===== config.mk =====
export PLATFORM = sky130hd
export DESIGN_NAME = rgb_sram_pixel_reader
export DESIGN_NICKNAME = d
export VERILOG_FILES = /design/src/rtl/m1_pkg.sv /design/src/rtl/sync_word_fifo.sv /design/src/rtl/rgb_sram_pixel_reader.sv
export SDC_FILE = /design/constraint.sdc
export NUM_CORES = 1
export LEC_CHECK = 0
export CORE_MARGIN = 2
export CORE_UTILIZATION = 32
export DETAILED_ROUTE_END_ITERATION = 16
export SYNTH_ARGS = -nofsm -noshare
export SYNTH_HDL_FRONTEND = slang
export SYNTH_HIERARCHICAL = 1
export SYNTH_SLANG_ARGS = --single-unit

===== constraint.sdc =====
create_clock -name Clock -period 6.4 [get_ports Clock]
set_input_delay 1.28 -clock Clock [delete_from_list [all_inputs] [get_ports Clock]]
set_output_delay 1.28 -clock Clock [all_outputs]
set_load 0.02 [all_outputs]

===== src/rtl/m1_pkg.sv =====
// Shared definitions for the YUV->RGB stage and the RGB SRAM pixel reader.
package m1_pkg;

    localparam logic [17:0] RGB_BASE = 18'd146944;
    localparam int          IMG_W    = 320;
    localparam int          IMG_H    = 240;

    typedef enum logic [1:0] {
        S_RD_IDLE,
        S_RD_FETCH,
        S_RD_DRAIN,
        S_RD_DONE
    } rd_state_e;

    typedef enum logic [1:0] {
        PH_A,
        PH_B,
        PH_C
    } rd_phase_e;

endpackage


===== src/rtl/sync_word_fifo.sv =====
// Single-clock FIFO with show-ahead read: rdata is the head entry whenever !empty.
module sync_word_fifo #(
    parameter  int WIDTH = 16,
    parameter  int DEPTH = 8,
    localparam int AW    = $clog2(DEPTH)
) (
    input  logic             Clock,
    input  logic             Resetn,
    input  logic             push,
    input  logic             pop,
    input  logic [WIDTH-1:0] wdata,
    output logic [WIDTH-1:0] rdata,
    output logic             empty,
    output logic             full,
    output logic [AW:0]      count
);

    logic [WIDTH-1:0] mem [DEPTH];
    logic [AW-1:0]    wr_ptr, rd_ptr;
    logic             do_push, do_pop;

    assign empty   = (count == '0);
    assign full    = (count == (AW+1)'(DEPTH));
    assign do_push = push && !full;
    assign do_pop  = pop && !empty;
    assign rdata   = mem[rd_ptr];

    always_ff @(posedge Clock or negedge Resetn) begin
        if (!Resetn) begin
            wr_ptr <= '0;
            rd_ptr <= '0;
            count  <= '0;
        end else begin
            if (do_push) wr_ptr <= wr_ptr + 1'b1;
            if (do_pop)  rd_ptr <= rd_ptr + 1'b1;
            unique case ({do_push, do_pop})
                2'b10:   count <= count + 1'b1;
                2'b01:   count <= count - 1'b1;
                default: ;
            endcase
        end
    end

    // Storage needs no reset; count gates every read.
    always_ff @(posedge Clock) begin
        if (do_push) mem[wr_ptr] <= wdata;
    end

endmodule


===== src/rtl/rgb_sram_pixel_reader.sv =====
// Streams the packed RGB frame out of SRAM as one pixel per valid/ready transfer.
// Words: w0={R0,G0}, w1={B0,R1}, w2={G1,B1}.
module rgb_sram_pixel_reader
    import m1_pkg::*;
#(
    parameter logic [17:0] RGB_BASE     = m1_pkg::RGB_BASE,
    parameter logic [16:0] NUM_WORDS    = 17'd115200,
    parameter logic [16:0] NUM_PIXELS   = 17'd76800,
    parameter int          FIFO_DEPTH   = 8,
    parameter int          SRAM_LATENCY = 2
) (
    input  logic        Clock,
    input  logic        Resetn,
    input  logic        Enable,
    output logic [17:0] SRAM_address,
    input  logic [15:0] SRAM_read_data,
    output logic        SRAM_we_n,
    output logic [7:0]  pixel_R,
    output logic [7:0]  pixel_G,
    output logic [7:0]  pixel_B,
    output logic        pixel_valid,
    input  logic        pixel_ready,
    output logic        busy,
    output logic        frame_done
);

    localparam int CW = $clog2(FIFO_DEPTH) + 1;

    rd_state_e               state, state_nxt;
    rd_phase_e               phase;
    logic [16:0]             word_addr, pix_cnt;
    logic [SRAM_LATENCY-1:0] inflight;
    logic [15:0]             rd_q, fifo_rdata;
    logic                    rd_vld;
    logic                    fifo_pop, fifo_empty, fifo_full;
    logic [CW-1:0]           fifo_count;
    logic [7:0]              used, r0, g0, r1;
    logic                    issue, start, accept, last_accept, out_free;

    assign SRAM_we_n   = 1'b1;
    assign busy        = (state != S_RD_IDLE);
    assign frame_done  = (state == S_RD_DONE);
    assign accept      = pixel_valid && pixel_ready;
    assign last_accept = accept && (pix_cnt == NUM_PIXELS - 1'b1);
    assign out_free    = !pixel_valid || pixel_ready;
    assign fifo_pop    = !fifo_empty && out_free;

    // Credits: FIFO occupancy plus every word still travelling back from SRAM.
    always_comb begin
        used = 8'(fifo_count) + 8'(rd_vld);
        for (int i = 0; i < SRAM_LATENCY; i++) used = used + 8'(inflight[i]);
    end

    always_ff @(posedge Clock or negedge Resetn) begin
        if (!Resetn) state <= S_RD_IDLE;
        else         state <= state_nxt;
    end

    always_comb begin
        state_nxt = state;
        issue     = 1'b0;
        start     = 1'b0;
        unique case (state)
            S_RD_IDLE: if (Enable) begin
                state_nxt = S_RD_FETCH;
                start     = 1'b1;
            end
            S_RD_FETCH: if (used < 8'(FIFO_DEPTH)) begin
                issue = 1'b1;
                if (word_addr == NUM_WORDS - 1'b1) state_nxt = S_RD_DRAIN;
            end
            S_RD_DRAIN: if (last_accept) state_nxt = S_RD_DONE;
            S_RD_DONE:  state_nxt = S_RD_IDLE;
            default:    state_nxt = S_RD_IDLE;
        endcase
    end

    always_ff @(posedge Clock or negedge Resetn) begin
        if (!Resetn) begin
            SRAM_address <= RGB_BASE;
            word_addr    <= '0;
            pix_cnt      <= '0;
            inflight     <= '0;
            rd_q         <= '0;
            rd_vld       <= 1'b0;
        end else begin
            inflight <= (inflight << 1) | SRAM_LATENCY'(issue);
            rd_vld   <= inflight[SRAM_LATENCY-1];
            if (inflight[SRAM_LATENCY-1]) rd_q <= SRAM_read_data;
            if (start) begin
                word_addr <= '0;
                pix_cnt   <= '0;
            end
            if (issue) begin
                SRAM_address <= RGB_BASE + {1'b0, word_addr};
                word_addr    <= word_addr + 1'b1;
            end
            if (accept) pix_cnt <= pix_cnt + 1'b1;
        end
    end

    sync_word_fifo #(.WIDTH(16), .DEPTH(FIFO_DEPTH)) u_fifo (
        .Clock  (Clock),
        .Resetn (Resetn),
        .push   (rd_vld),
        .pop    (fifo_pop),
        .wdata  (rd_q),
        .rdata  (fifo_rdata),
        .empty  (fifo_empty),
        .full   (fifo_full),
        .count  (fifo_count)
    );

    a_no_overflow: assert property (@(posedge Clock) disable iff (!Resetn) !(rd_vld && fifo_full));

    // Unpacker: phase A only stages R0/G0, phases B and C each produce a pixel.
    always_ff @(posedge Clock or negedge Resetn) begin
        if (!Resetn) begin
            phase       <= PH_A;
            r0          <= '0;
            g0          <= '0;
            r1          <= '0;
            pixel_R     <= '0;
            pixel_G     <= '0;
            pixel_B     <= '0;
            pixel_valid <= 1'b0;
        end else begin
            if (fifo_pop) begin
                unique case (phase)
                    PH_A: begin
                        r0    <= fifo_rdata[15:8];
                        g0    <= fifo_rdata[7:0];
                        phase <= PH_B;
                    end
                    PH_B: begin
                        pixel_R <= r0;
                        pixel_G <= g0;
                        pixel_B <= fifo_rdata[15:8];
                        r1      <= fifo_rdata[7:0];
                        phase   <= PH_C;
                    end
                    default: begin
                        pixel_R <= r1;
                        pixel_G <= fifo_rdata[15:8];
                        pixel_B <= fifo_rdata[7:0];
                        phase   <= PH_A;
                    end
                endcase
            end
            if (fifo_pop && phase != PH_A) pixel_valid <= 1'b1;
            else if (accept)               pixel_valid <= 1'b0;
        end
    end

endmodule


==> results of run 1 <==
worst max-delay path, stage by stage (launching register included):
cell	delay [ns]
dfrtp_1	0.70
fa_1	0.56
ha_1	0.28
nand4_1	0.11
nand3_1	0.11
buf_4	0.37
inv_2	0.30
a21oi_1	0.88
o21ai_0	0.24
o21ai_0	0.15
stage by stage:
step	power (mW)	setup slack [ns]	hold slack [ns]	utilization (%)
global route	6.91	2.13	0.440	38.5
finish	6.52	2.60	0.419	38.5
floorplan	4.18	2.94	0.392	-
detailed placement	4.91	2.18	0.420	35.7
CTS	6.61	2.56	0.429	38.5
global placement	4.86	2.24	0.425	35.7
final cells by class:
cell class / instances / share of cell area [%]
inverter: 16 / 0.453
clock buffer: 29 / 5.31
sequential: 262 / 54.3
timing repair buffer: 76 / 5.52
clock inverter: 22 / 1.95
multi-input combinational: 462 / 28.1
tap: 455 / 4.29
layout by cell type, fill, tap and decap left out, types with 9 or more instances in the layout:
cell             instances
clkdlybuf4s50_1         63
mux2_2                  58
buf_4                   12
nand2_1                 77
nand3_1                 19
nor2_1                  48
clkbuf_16               28
a31oi_1                  9
edfxtp_1               128
o21ai_0                 58
a21oi_1                 32
mux4_1                  25
inv_1                   15
nand4_1                 15
dfrtp_1                128
mux2i_1                 25
ha_1                    15
state kept, by name (all words and copies together) (netlist names):
signal,cells
inflight,2
u_fifo/wr_ptr,3
rd_vld,1
word_addr,17
SRAM_address,18
r1,8
u_fifo/mem,128
pixel_R,8
rd_q,16
pixel_B,8
pix_cnt,17
r0,8
g0,8
phase,2
u_fifo/rd_ptr,3
pixel_valid,1
state,2
pixel_G,8
u_fifo/count,4
report_power, final:
part	internal, mW	switching (mW)	total, mW
Combinational	1.03	1.13	2.15
Sequential	2.32	0.378	2.69
Clock	1.00	0.670	1.67
layer usage:
| metal | up-vias | wire, µm | global-route usage [%] |
|---|---|---|---|
| met5 | - | 0 | 0 |
| met4 | 0 | 412 | 3.16 |
| met3 | 30 | 748 | 1.75 |
| met2 | 99 | 10800 | 20.3 |
| met1 | 3208 | 10300 | 16.8 |
| li1 | 3046 | - | - |
worst paths after layout:
kind,start,to,slack [ns]
max,inflight[1],word_addr[2],2.60
min,inflight[0],inflight[1],0.42
max reg2reg,inflight[1],word_addr[2],2.60
min reg2reg,inflight[0],inflight[1],0.42
max in group asynchronous,Resetn,pix_cnt[1],4.36
min in group asynchronous,Resetn,pix_cnt[14],0.77
==> results.yml, run 1 <==
sta:
  layout_min_cycle_time_ns: 3.80
  setup_tns_ns: 0
  drv_slew: 0
  maxSlewHeadroom_pct: 29.4
  rsz0062_at_grt: "no"
  finalCritPeriodShare_pct: 59.4
  worstMarginPinSlew_ns: 1.06
  hold_violations: 0
  finalSetupViolCount: 0
  max_freq_mhz: 263
  clock_skew_ns: 0.0241
floorplan:
  coreArea_mm2: 0.0345
  start_util_pct: 32.4
  fp.dieH_um: 191
  ioPinCount: 66
  rows: 68
  die_area_mm2: 0.0364
  die_x_um: 191
cts:
  htree_levels: 1
  postCtsSetupBuffers: 0
  clock_latency_ns: 0.56
  cts_hold_buf: 0
  cts-resized-gates: 0
  clock_path_buffers: 3
  cts_made_buffers: 28
  clkSinkCount: 262
  clockRootBuffer: "clkbuf_16"
  clk_pin_slew_ns: 0.06
  cts_tree: "done"
synth:
  syn_nets: 816
  syn_area_per_cell_um2: 14.3
  yosys_warnings: 6
  postSynthCellCount: 779
  netlist_area_mm2: 0.0112
critical_path:
  start_kind: "flop"
  critical_path_required_ns: 6.84
  crit_path_end_kind: "flop"
  path_class: "reg2reg"
  path_max_fanout: 44
  cp.arrival_ns: 4.24
  reg2reg_depth: 9
placed_design:
  routabilityCongestion: 0.749
  io_buffers: 64
  dpl.cell_count: 1271
  dp_hpwl_um: 13700
  placed_area_mm2: 0.0123
route:
  dr.pass1.iters: 5
  drt_wl_total_um: 22300
  ant_nets: 0
  wl_per_cell_um: 16.8
  vias: 6383
  first_iter_violations: 405
  via_per_inst: 4.83
  drc: 0
grt:
  grt-ovfl-total: 0
  grt_use_total_pct: 12.2
  grt_pass1_wl_um: 35400
  first_global_vias: 6339
  antenna_found_initial: 0
  grt_max_degree: 72
min_path:
  min_delay_path_depth: 0
  min_path_type: "reg2reg"
finish:
  fin_cells: 1322
  multi_input_area_mm2: 0.00373
  nNetsFinal: 883
  areaGrowthSynthToFinish_pct: 18.7
  fillers: 3170
  drive_above_1_share_pct: 16.4
  finalInstanceArea_mm2: 0.0133
  seqCellArea_mm2: 0.00720
  antenna_cells: 0
pwr:
  powerDensity_mw_per_mm2: 492
  vdd_drop_max_mv: 0.222
  leakage_nw: 4.98
run_status:
  outcome: "finished clean"
run:
  drv_cap: 0
Power figures use the tool's default switching activity.
==> run 2: changes to the inputs <==
clock period = 3.2 ns   (was 6.4 ns; I/O delays follow)
==> run 2 against run 1 <==
  * Worst hold slack got worse by 0.36 ns
  * Largest power group unchanged
  * Via count increased by 1.5%
  * Die area unchanged
==> results.yml, run 2 (synthesis gave the netlist of run 1 again) <==
sta:
  max_freq_mhz: 372
  setup_tns_ns: 0
  hold_ws_ns: 0.0543
  layout_min_cycle_time_ns: 2.69
  clock_skew_ns: 0.0472
  finalCritPeriodShare_pct: 84.0
  hold_violations: 0
  worstMarginPinSlew_ns: 0.923
  drv_slew: 0
  rsz0062_at_grt: "no"
  maxSlewHeadroom_pct: 38.5
  finalSetupViolCount: 0
pwr:
  p_int_mw: 8.73
  vdd_drop_max_mv: 0.431
  comb_power_share_pct: 34.4
  seqPwrFrac_pct: 40.7
  clockPowerShare_pct: 24.9
  p_sw_share_pct: 33.2
  powerDensity_mw_per_mm2: 978
  netSwitchingPower_mw: 4.34
  leakage_nw: 5.06
cts:
  clock_latency_ns: 0.57
  postCtsSetupBuffers: 0
  clock_path_buffers: 3
  cts_made_buffers: 28
  clockRootBuffer: "clkbuf_16"
  cts-resized-gates: 0
  cts_hold_buf: 0
  clk_pin_slew_ns: 0.06
  htree_levels: 1
  cts_tree: "done"
  clkSinkCount: 262
critical_path:
  crit_path_end_kind: "flop"
  start_kind: "flop"
  critical_path_required_ns: 3.65
  path_max_fanout: 7
  reg2reg_depth: 10
  cp.arrival_ns: 3.14
  path_class: "reg2reg"
route:
  wl_per_cell_um: 16.7
  via_per_inst: 4.84
  drt_wl_total_um: 22300
  first_iter_violations: 331
  drc: 0
  ant_nets: 0
  vias: 6481
  dr.pass1.iters: 4
grt:
  grt_use_total_pct: 12.4
  antenna_found_initial: 0
  grt_pass1_wl_um: 35800
  grt-ovfl-total: 0
  first_global_vias: 6476
  grt_max_degree: 60
floorplan:
  start_util_pct: 32.4
  fp.dieH_um: 191
  die_area_mm2: 0.0364
  ioPinCount: 66
  die_x_um: 191
  coreArea_mm2: 0.0345
  rows: 68
finish:
  top_regs: "u_fifo/mem x128, SRAM_address x18"
  largest_reg_flops: 128
  drive_above_1_share_pct: 18.2
  layout_common_cells: "dfrtp_1, edfxtp_1, nand2_1"
  antenna_cells: 0
  fillers: 3189
  top_register: "u_fifo/mem"
  areaGrowthSynthToFinish_pct: 19.7
  nNetsFinal: 898
placed_design:
  io_buffers: 64
  routabilityCongestion: 0.749
  dp_hpwl_um: 13900
min_path:
  min_path_type: "in2async"
run_status:
  outcome: "finished clean"
run:
  drv_cap: 0
==> run 2: cell count changes in the layout (fill, tap and decap cells not counted), sizes merged <==
cell	delta
clkinv	-5
bufinv	-3
clkinvlp	-1
buf	+15
clkbuf	+10
==> run 2: layout make-up <==
cell class                 instances  area, µm²  share of cell area, %
inverter                          16       60.1                  0.449
multi-input combinational        462       3720                   27.8
clock inverter                    13        148                   1.10
tap                              455        569                   4.26
clock buffer                      39        812                   6.08
sequential                       262       7200                   53.9
timing repair buffer              91        857                   6.41
==> run 2: final timing paths <==
path	from	to	slack, ns
hold reg to reg	inflight[0]	inflight[1]	0.42
setup / recovery	u_fifo/count[3]	u_fifo/count[3]	0.51
hold / removal	Resetn	u_fifo/count[3]	0.05
min in group Clock	inflight[0]	inflight[1]	0.42
max in group asynchronous	Resetn	pixel_B[7]	2.38
setup reg to reg	u_fifo/count[3]	u_fifo/count[3]	0.51
==> run 2: per-stage QoR <==
stage	instances	worst slack, ns	total power, mW	cell area [µm²]	utilization, %
after floorplan	779	0.347	8.36	11200	-
after global placement	1286	0.132	9.84	12400	36.0
after detailed placement	1286	0.0944	9.96	12400	36.0
after CTS	1338	0.495	13.3	13400	38.8
after global routing	1338	0.303	13.9	13400	38.8
final	1338	0.511	13.1	13400	38.8
==> run 2: per-layer routing <==
layer | global-route usage [%] | vias up | part of all wire [%]
met2 | 20.0 | 90 | 47
met4 | 3.25 | 0 | 1.6
met3 | 1.88 | 27 | 3.6
met1 | 17.6 | 3284 | 47
li1 | - | 3080 | -
met5 | 0 | - | 0
==> run 2: power by group through the flow <==
| stage | combinational [mW] | sequential (mW) | clock, mW |
|---|---|---|---|
| floorplan | 2.96 | 5.41 | 0 |
| global placement | 4.49 | 5.35 | 0 |
| detailed placement | 4.55 | 5.40 | 0 |
| CTS | 4.59 | 5.34 | 3.36 |
| global route | 4.97 | 5.45 | 3.49 |
| finish | 4.49 | 5.32 | 3.26 |
==> run 2: worst max-delay path, stage by stage (launching register included) <==
cell	delay [ns]
dfrtp_1	0.46
nor4_1	0.30
nand2b_1	0.18
inv_1	0.05
o41ai_1	0.07
inv_1	0.12
ha_1	0.22
ha_1	0.29
or4b_2	0.63
o311ai_0	0.12
o211ai_1	0.12
==> run 3: changes to the inputs <==
clock period = 2.5 ns   (was 3.2 ns; I/O delays follow)
==> run 3 against run 2 <==
  * Clock power increased by 29%
  * Die area unchanged
  * Sequential share of layout area decreased by 1.1 points
  * Largest power group unchanged
  * Wire length increased by 0.65%
  * Design area increased by 2.1%
  * Critical path type unchanged
==> results.yml, run 3 (synthesis gave the netlist of run 1 again) <==
pwr:
  powerDensity_mw_per_mm2: 1260
  leakage_nw: 5.17
  vdd_drop_max_mv: 0.537
finish:
  areaGrowthSynthToFinish_pct: 22.2
  top_register: "u_fifo/mem"
  nNetsFinal: 916
  layout_common_cells: "edfxtp_1, dfrtp_1, nand2_1"
  largest_reg_flops: 128
  drive_above_1_share_pct: 20.1
  top_regs: "u_fifo/mem x128, SRAM_address x18"
  final_common_cell: "edfxtp_1"
  fillers: 3174
critical_path:
  path_class: "reg2reg"
  crit_path_cell_trace: "or4b_4, nand2_2, ha_4, ha_4, or4b_4, o311ai_1, o211ai_1"
  path_max_fanout: 4
  critical_path_required_ns: 2.90
  cp.arrival_ns: 2.81
  cp_num_buf_inv: 0
  max_stage_delay_ns: 0.59
  crit_path_end_kind: "flop"
  cp_slowest_cell: "or4b_4"
  path_delay_family: "simple AND/OR/NAND/NOR gates"
  start_kind: "flop"
cts:
  cts_tree: "done"
  clock_path_buffers: 3
  htree_levels: 1
  cts_made_buffers: 28
  clock_latency_ns: 0.56
  clkSinkCount: 262
  clk_pin_slew_ns: 0.06
  clockRootBuffer: "clkbuf_16"
grt:
  grt-ovfl-total: 0
  grt_use_total_pct: 12.6
  antenna_found_initial: 1
  grt_pass1_wl_um: 36500
  first_global_vias: 6535
  grt_max_degree: 54
floorplan:
  ioPinCount: 66
  die_area_mm2: 0.0364
  die_x_um: 191
  coreArea_mm2: 0.0345
  rows: 68
  start_util_pct: 32.4
  fp.dieH_um: 191
sta:
  setup_tns_ns: 0
  finalSetupViolCount: 0
  finalCritPeriodShare_pct: 96.6
  worstMarginPinSlew_ns: 0.605
  hold_violations: 0
  layout_min_cycle_time_ns: 2.41
  clock_skew_ns: 0.0359
  max_freq_mhz: 414
  maxSlewHeadroom_pct: 59.3
  drv_slew: 0
  hold_ws_ns: 0.411
placed_design:
  io_buffers: 64
  routabilityCongestion: 0.782
  dp_hpwl_um: 14200
route:
  wl_per_cell_um: 16.6
  dr.pass1.iters: 5
  ant_nets: 0
  drc: 0
  vias: 6568
  via_per_inst: 4.84
  first_iter_violations: 392
  drt_wl_total_um: 22500
min_path:
  min_path_type: "reg2reg"
run:
  drv_cap: 0
run_status:
  outcome: "finished clean"
[run 3: path summary, 6_finish.rpt]
| path | from | to | slack, ns | cells past startpoint |
|---|---|---|---|---|
| worst max register to register | u_fifo/count[0] | u_fifo/count[3] | 0.09 | 7 |
| worst min register to register | inflight[0] | inflight[1] | 0.41 | 0 |
| worst max-delay path | u_fifo/count[0] | u_fifo/count[3] | 0.09 | 7 |
| max in group asynchronous | Resetn | SRAM_address[10] | 1.36 | 3 |
| min in group asynchronous | Resetn | phase[1] | 0.49 | 2 |
| worst min-delay path | inflight[0] | inflight[1] | 0.41 | 0 |
[run 3: per-stage QoR]
step | setup WS (ns) | power [mW] | utilization (%) | cell area [µm²] | cells
2_1_floorplan | 0.0699 | 10.8 | - | 11200 | 779
3_3_place_gp | -0.230 | 13.0 | 36.7 | 12700 | 1302
3_5_place_dp | -0.281 | 13.2 | 36.7 | 12700 | 1302
4_1_cts | 0.0486 | 17.4 | 39.5 | 13600 | 1354
5_1_grt | -0.00432 | 18.3 | 39.6 | 13600 | 1356
6_report | 0.0858 | 17.2 | 39.6 | 13600 | 1356
[run 3: layout make-up]
class	count	area, µm²	share of cell area, %
inverter	16	60.1	0.440
multi-input combinational	462	3800	27.8
clock buffer	42	783	5.74
antenna	1	2.50	0.0183
tap	455	569	4.17
clock inverter	9	168	1.23
timing repair buffer	109	1060	7.74
sequential	262	7210	52.8
[run 3: worst register-to-register path, delay by kind of cell, from the launching register on]
kind            cells  cell delay (ns)
compound gates      2             0.24
fa+ha+maj           2             0.36
flops               1             0.45
simple gates        3             1.23
[run 3: power breakdown]
group          leakage [nW]  switching, mW  internal, mW
Clock                 0.459           1.63          2.58
Sequential             2.80          0.808          5.93
Combinational          1.91           3.23          3.05
[run 3: metal layers]
layer / vias up / wire length [µm] / GRT usage, %
li1: 3119 / - / -
met1: 3330 / 10700 / 17.7
met2: 85 / 10600 / 20.5
met3: 34 / 800 / 1.71
met4: 0 / 433 / 3.52
met5: - / 0 / 0
[run 3: repair_timing]
action,CTS,global route
pin swaps,0,2
setup endpoints to repair,1,2
resized for setup,1,3
hold endpoints to repair,46,0
hold buffers,1,0
buffers inserted,0,1
==> edit 1: new RTL, config.mk and constraints of run 2 <==
`SRAM_LATENCY`: 2 -> 1.
--- a/src/rtl/rgb_sram_pixel_reader.sv
+++ b/src/rtl/rgb_sram_pixel_reader.sv
@@ -8,5 +8,5 @@
     parameter logic [16:0] NUM_PIXELS   = 17'd76800,
     parameter int          FIFO_DEPTH   = 8,
-    parameter int          SRAM_LATENCY = 2
+    parameter int          SRAM_LATENCY = 1
 ) (
     input  logic        Clock,
Check against the original RTL: not equivalent (a bounded check fails within 10 cycles, from zero or initial values and one cycle with Resetn low).
==> edit 1 against run 2 <==
  * Die area decreased by 0.67%
  * Sequential cell count down 1
  * Area after synthesis fell by 0.68%
  * Clock skew decreased by 0.036 ns
  * Design area fell by 0.58%
  * Total power grew 3.9%
  * First-iteration DRC count rose by 13%
  * Routed wire length shrank 3.0%
  * Sequential power up 4%
  * Setup slack got worse by 0.13 ns
  * Count of clock-buffer cells in the layout stayed put
  * Global-route usage fell by 0.12 points
  * Largest power group unchanged
  * Highest routed layer unchanged
==> edit 1: results (changes against run 2) <==
- Gates resized, CTS repair: 0 (unchanged)
- DRT iter0 DRCs: 374 (+13%)
- Cell family with the largest share of critical-path delay: simple AND/OR/NAND/NOR gates
- Status: finished, final reports clean
- Fillcell total: 3228 (+1.2%)
- N_diodes: 0 (unchanged)
- Crit path max fanout: 8 (+1)
- Share of cells above drive strength 1: 0.181 (-0.00157)
- Syn_nets: 792 (-2.9%)
- Worst-margin pin slew: 1.04 ns (+0.113 ns)
- WHS: 0.0837 ns (+0.0295 ns)
- CTS clk-pin slew, worst paths: 0.06 ns (about the same)
- Largest net degree at the start of global routing: 65 (+8.3%)
- DP Wirelength: 13400 um (-3.8%)
- Crit path from: u_fifo/count[0]$_DFFE_PN0P_
- Vias in the first global route: 6398 (-1.2%)
- Worst path arrival time: 3.23 ns (+0.09 ns)
- Post-Syn Instances: 756 (-3.0%)
- Maximum VDD drop: 0.000477 V (+11%)
- Per-cell routed wire length: 16.4 um (-1.5%)
- Vias per inst: 4.78 (-1.3%)
- Reg-to-reg endpoint: u_fifo/count[3]$_DFFE_PN0P_
- R2R Path Start: u_fifo/count[0]$_DFFE_PN0P_
- Nets: 878 (-2.2%)
- GPL Wtd Cong: 0.739 (-1.4%)
- Worst-Skew Late Latency: 0.55 ns (-0.02 ns)
- Ys Warns: 6 (unchanged)
- Root buffer cell: clkbuf_16
- Setup Skew: 0.0115 ns (-0.0358 ns)
- Max H-tree Level: 1 (unchanged)
- Global-route wire length before repair: 35500 um (-0.85%)
- FF-to-FF setup slack: 0.38 ns (-0.13 ns)
- Leakage: 5.06 nW (about the same)
- All-Layer GR Usage: 0.123 (-0.00119)
- CTS Buf Count: 27 (-3.6%)
- Non-Filler Instances: 1318 (-1.5%)
==> edit 1: cell type report <==
type,instances,area share
Clock buffer,39,0.0580
Clock inverter,11,0.0105
Inverter,13,0.00367
Multi-Input combinational cell,449,0.280
Sequential cell,261,0.540
Tap cell,455,0.0428
Timing Repair Buffer,90,0.0649
==> edit 1: layer usage <==
metal / vias to the layer above / wire (um) / global-route usage
met2: 73 / 10100 / 0.194
met1: 3203 / 10500 / 0.177
li1: 3000 / - / -
met5: - / 0 / 0
met3: 23 / 806 / 0.0199
met4: 0 / 335 / 0.0322
==> edit 1: worst max-delay path by stage <==
stage	to	cells past startpoint	slack [ns]
detailed placement	u_fifo/count[3]$_DFFE_PN0P_	11	0.06
global placement	u_fifo/count[3]$_DFFE_PN0P_	11	0.12
finish	u_fifo/count[3]$_DFFE_PN0P_	10	0.38
CTS	u_fifo/count[3]$_DFFE_PN0P_	10	0.37
floorplan	u_fifo/count[3]$_DFFE_PN0P_	10	0.32
global route	u_fifo/count[3]$_DFFE_PN0P_	10	0.11
==> edit 1: metrics by stage <==
step	instance area, um2	setup slack, ns
after detailed placement	12400	0.0570
after floorplan	11100	0.317
final	13300	0.382
after global placement	12400	0.122
after global routing	13300	0.106
after CTS	13300	0.370
==> edit 1: report_power, final <==
group	leakage, nW	total, mW	internal [mW]	switching [mW]
registers	2.77	5.51	4.81	0.700
clock network	0.443	3.20	1.91	1.28
logic	1.85	4.87	2.25	2.62
total	5.06	13.6	8.98	4.60
==> edit 2: new RTL, flow settings as in run 2 <==
Without the edit above. Re-encode `rd_phase_e` (3 values) as one-hot, 3 bits wide.
--- a/src/rtl/m1_pkg.sv
+++ b/src/rtl/m1_pkg.sv
@@ -13,8 +13,8 @@
     } rd_state_e;
 
-    typedef enum logic [1:0] {
-        PH_A,
-        PH_B,
-        PH_C
+    typedef enum logic [2:0] {
+        PH_A = 3'b001,
+        PH_B = 3'b010,
+        PH_C = 3'b100
     } rd_phase_e;
 
Check against the original RTL: same outputs for any inputs over 10 cycles, from zero or initial values and one cycle with Resetn low; not proved beyond that.
==> edit 2 against run 2 <==
  * Total power rose by 3.7%
  * Routed wire length fell by 0.53%
  * Setup slack improved by 0.026 ns
  * Design area fell by 0.34%
  * Sequential cell count rose by 1
  * Final cell count fell by 0.22%
  * Area after synthesis fell by 0.10%
  * Synthesized cell count fell by 0.77%
  * Critical path type unchanged
  * Critical endpoint unchanged
  * Largest power group unchanged
==> edit 2: results (changes against run 2) <==
- Post-CTS setup buffers: 0 (unchanged)
- Share of cells above drive strength 1: 0.173 (-0.00961)
- Dpl cell area: 12400 um2 (+0.27%)
- Syn_nets: 810 (-0.74%)
- DRC Markers: 0 (unchanged)
- Status: finished, final reports clean
- Maximum VDD drop: 0.000460 V (+6.9%)
- DP Wirelength: 14000 um (+0.42%)
- Ys Warns: 6 (unchanged)
- All-Layer GR Usage: 0.125 (+0.000529)
- Via count: 6450 (-0.48%)
- Drt pass-1 iters: 4 (unchanged)
- Final WL: 22200 um (-0.53%)
- Largest net degree at the start of global routing: 51 (-15%)
- Initial antenna violation count: 0 (unchanged)
- Leakage: 5.00 nW (-1.2%)
- Crit path max fanout: 8 (+1)
- Gates resized, CTS repair: 0 (unchanged)
- Root buffer cell: clkbuf_16
- Cell family with the largest share of critical-path delay: simple AND/OR/NAND/NOR gates
- FF-to-FF setup slack: 0.54 ns (+0.03 ns)
- Crit path from: u_fifo/count[0]$_DFFE_PN0P_
- GPL Wtd Cong: 0.749 (about the same)
- Reg-to-reg endpoint: u_fifo/count[3]$_DFFE_PN0P_
- Hold/Removal Path Class: in -> async
- WHS: 0.00766 ns (-0.0466 ns)
- Slowest CP cell: or4b_2
- Global-route wire length before repair: 35700 um (-0.27%)
- CTS Buffer Depth: 3 (unchanged)
- Final min period: 2.66 ns (-0.0261 ns)
- Port buffer count: 64 (unchanged)
- Setup Skew: 0.0444 ns (-0.00282 ns)
- Worst-Skew Late Latency: 0.58 ns
- Nets: 895 (-0.33%)
- Worst Reg-to-Reg Cells: 10 (unchanged)
- Worst path arrival time: 3.07 ns (-0.07 ns)
- N_diodes: 0 (unchanged)
- Max H-tree Level: 1 (unchanged)
- Max incr delay on CP: 0.62 ns
- Worst-margin pin slew: 0.812 ns (-0.111 ns)
- Pre-CTS setup slack: 0.106 ns (+0.0120 ns)
- DRT iter0 DRCs: 314 (-5.1%)
- CTS clk-pin slew, worst paths: 0.06 ns (about the same)
==> edit 2: how the worst max path moves through the flow <==
| stage | to | depth (start not counted) |
|---|---|---|
| after floorplan | u_fifo/count[3]$_DFFE_PN0P_ | 10 |
| after global placement | u_fifo/count[3]$_DFFE_PN0P_ | 11 |
| after detailed placement | u_fifo/count[3]$_DFFE_PN0P_ | 11 |
| after CTS | u_fifo/count[3]$_DFFE_PN0P_ | 7 |
| after global routing | u_fifo/count[3]$_DFFE_PN0P_ | 10 |
| final | u_fifo/count[3]$_DFFE_PN0P_ | 10 |
==> edit 2: where the power goes <==
group / internal [mW] / leakage [nW] / total [mW] / switching [mW]
registers: 4.89 / 2.81 / 5.62 / 0.734
clock network: 1.77 / 0.428 / 3.08 / 1.31
logic: 2.26 / 1.76 / 4.85 / 2.59
total: 8.92 / 5.00 / 13.6 / 4.63
==> edit 2: final cells by class <==
class                      count  area, um2
fill                        3206      21100
sequential                   263       7230
multi-input combinational    450       3670
timing repair buffer          95        900
clock buffer                  34        723
tap                          455        569
clock inverter                18        158
inverter                      20       75.1
==> edit 2: worst reg2reg max path: stages, from the launching register on <==
cell      delay [ns]
dfrtp_1         0.48
nor4_1          0.28
nand2b_1        0.15
inv_1           0.06
o41ai_1         0.08
inv_1           0.12
ha_1            0.22
ha_1            0.28
or4b_2          0.62
o311ai_0        0.12
o211ai_1        0.12
==> edit 2: routing by layer <==
layer  share of wire  global-route usage  vias to the layer above
li1                -                   -                     3066
met1            0.47               0.171                     3271
met2            0.47               0.202                       81
met3           0.035              0.0202                       32
met4           0.020              0.0397                        0
met5               0                   0                        -
==> edit 2: stage by stage <==
stage          cells  total power, mW
2_1_floorplan    773             8.83
3_3_place_gp    1283             10.5
3_5_place_dp    1283             10.6
4_1_cts         1335             13.8
5_1_grt         1335             14.4
6_report        1335             13.6
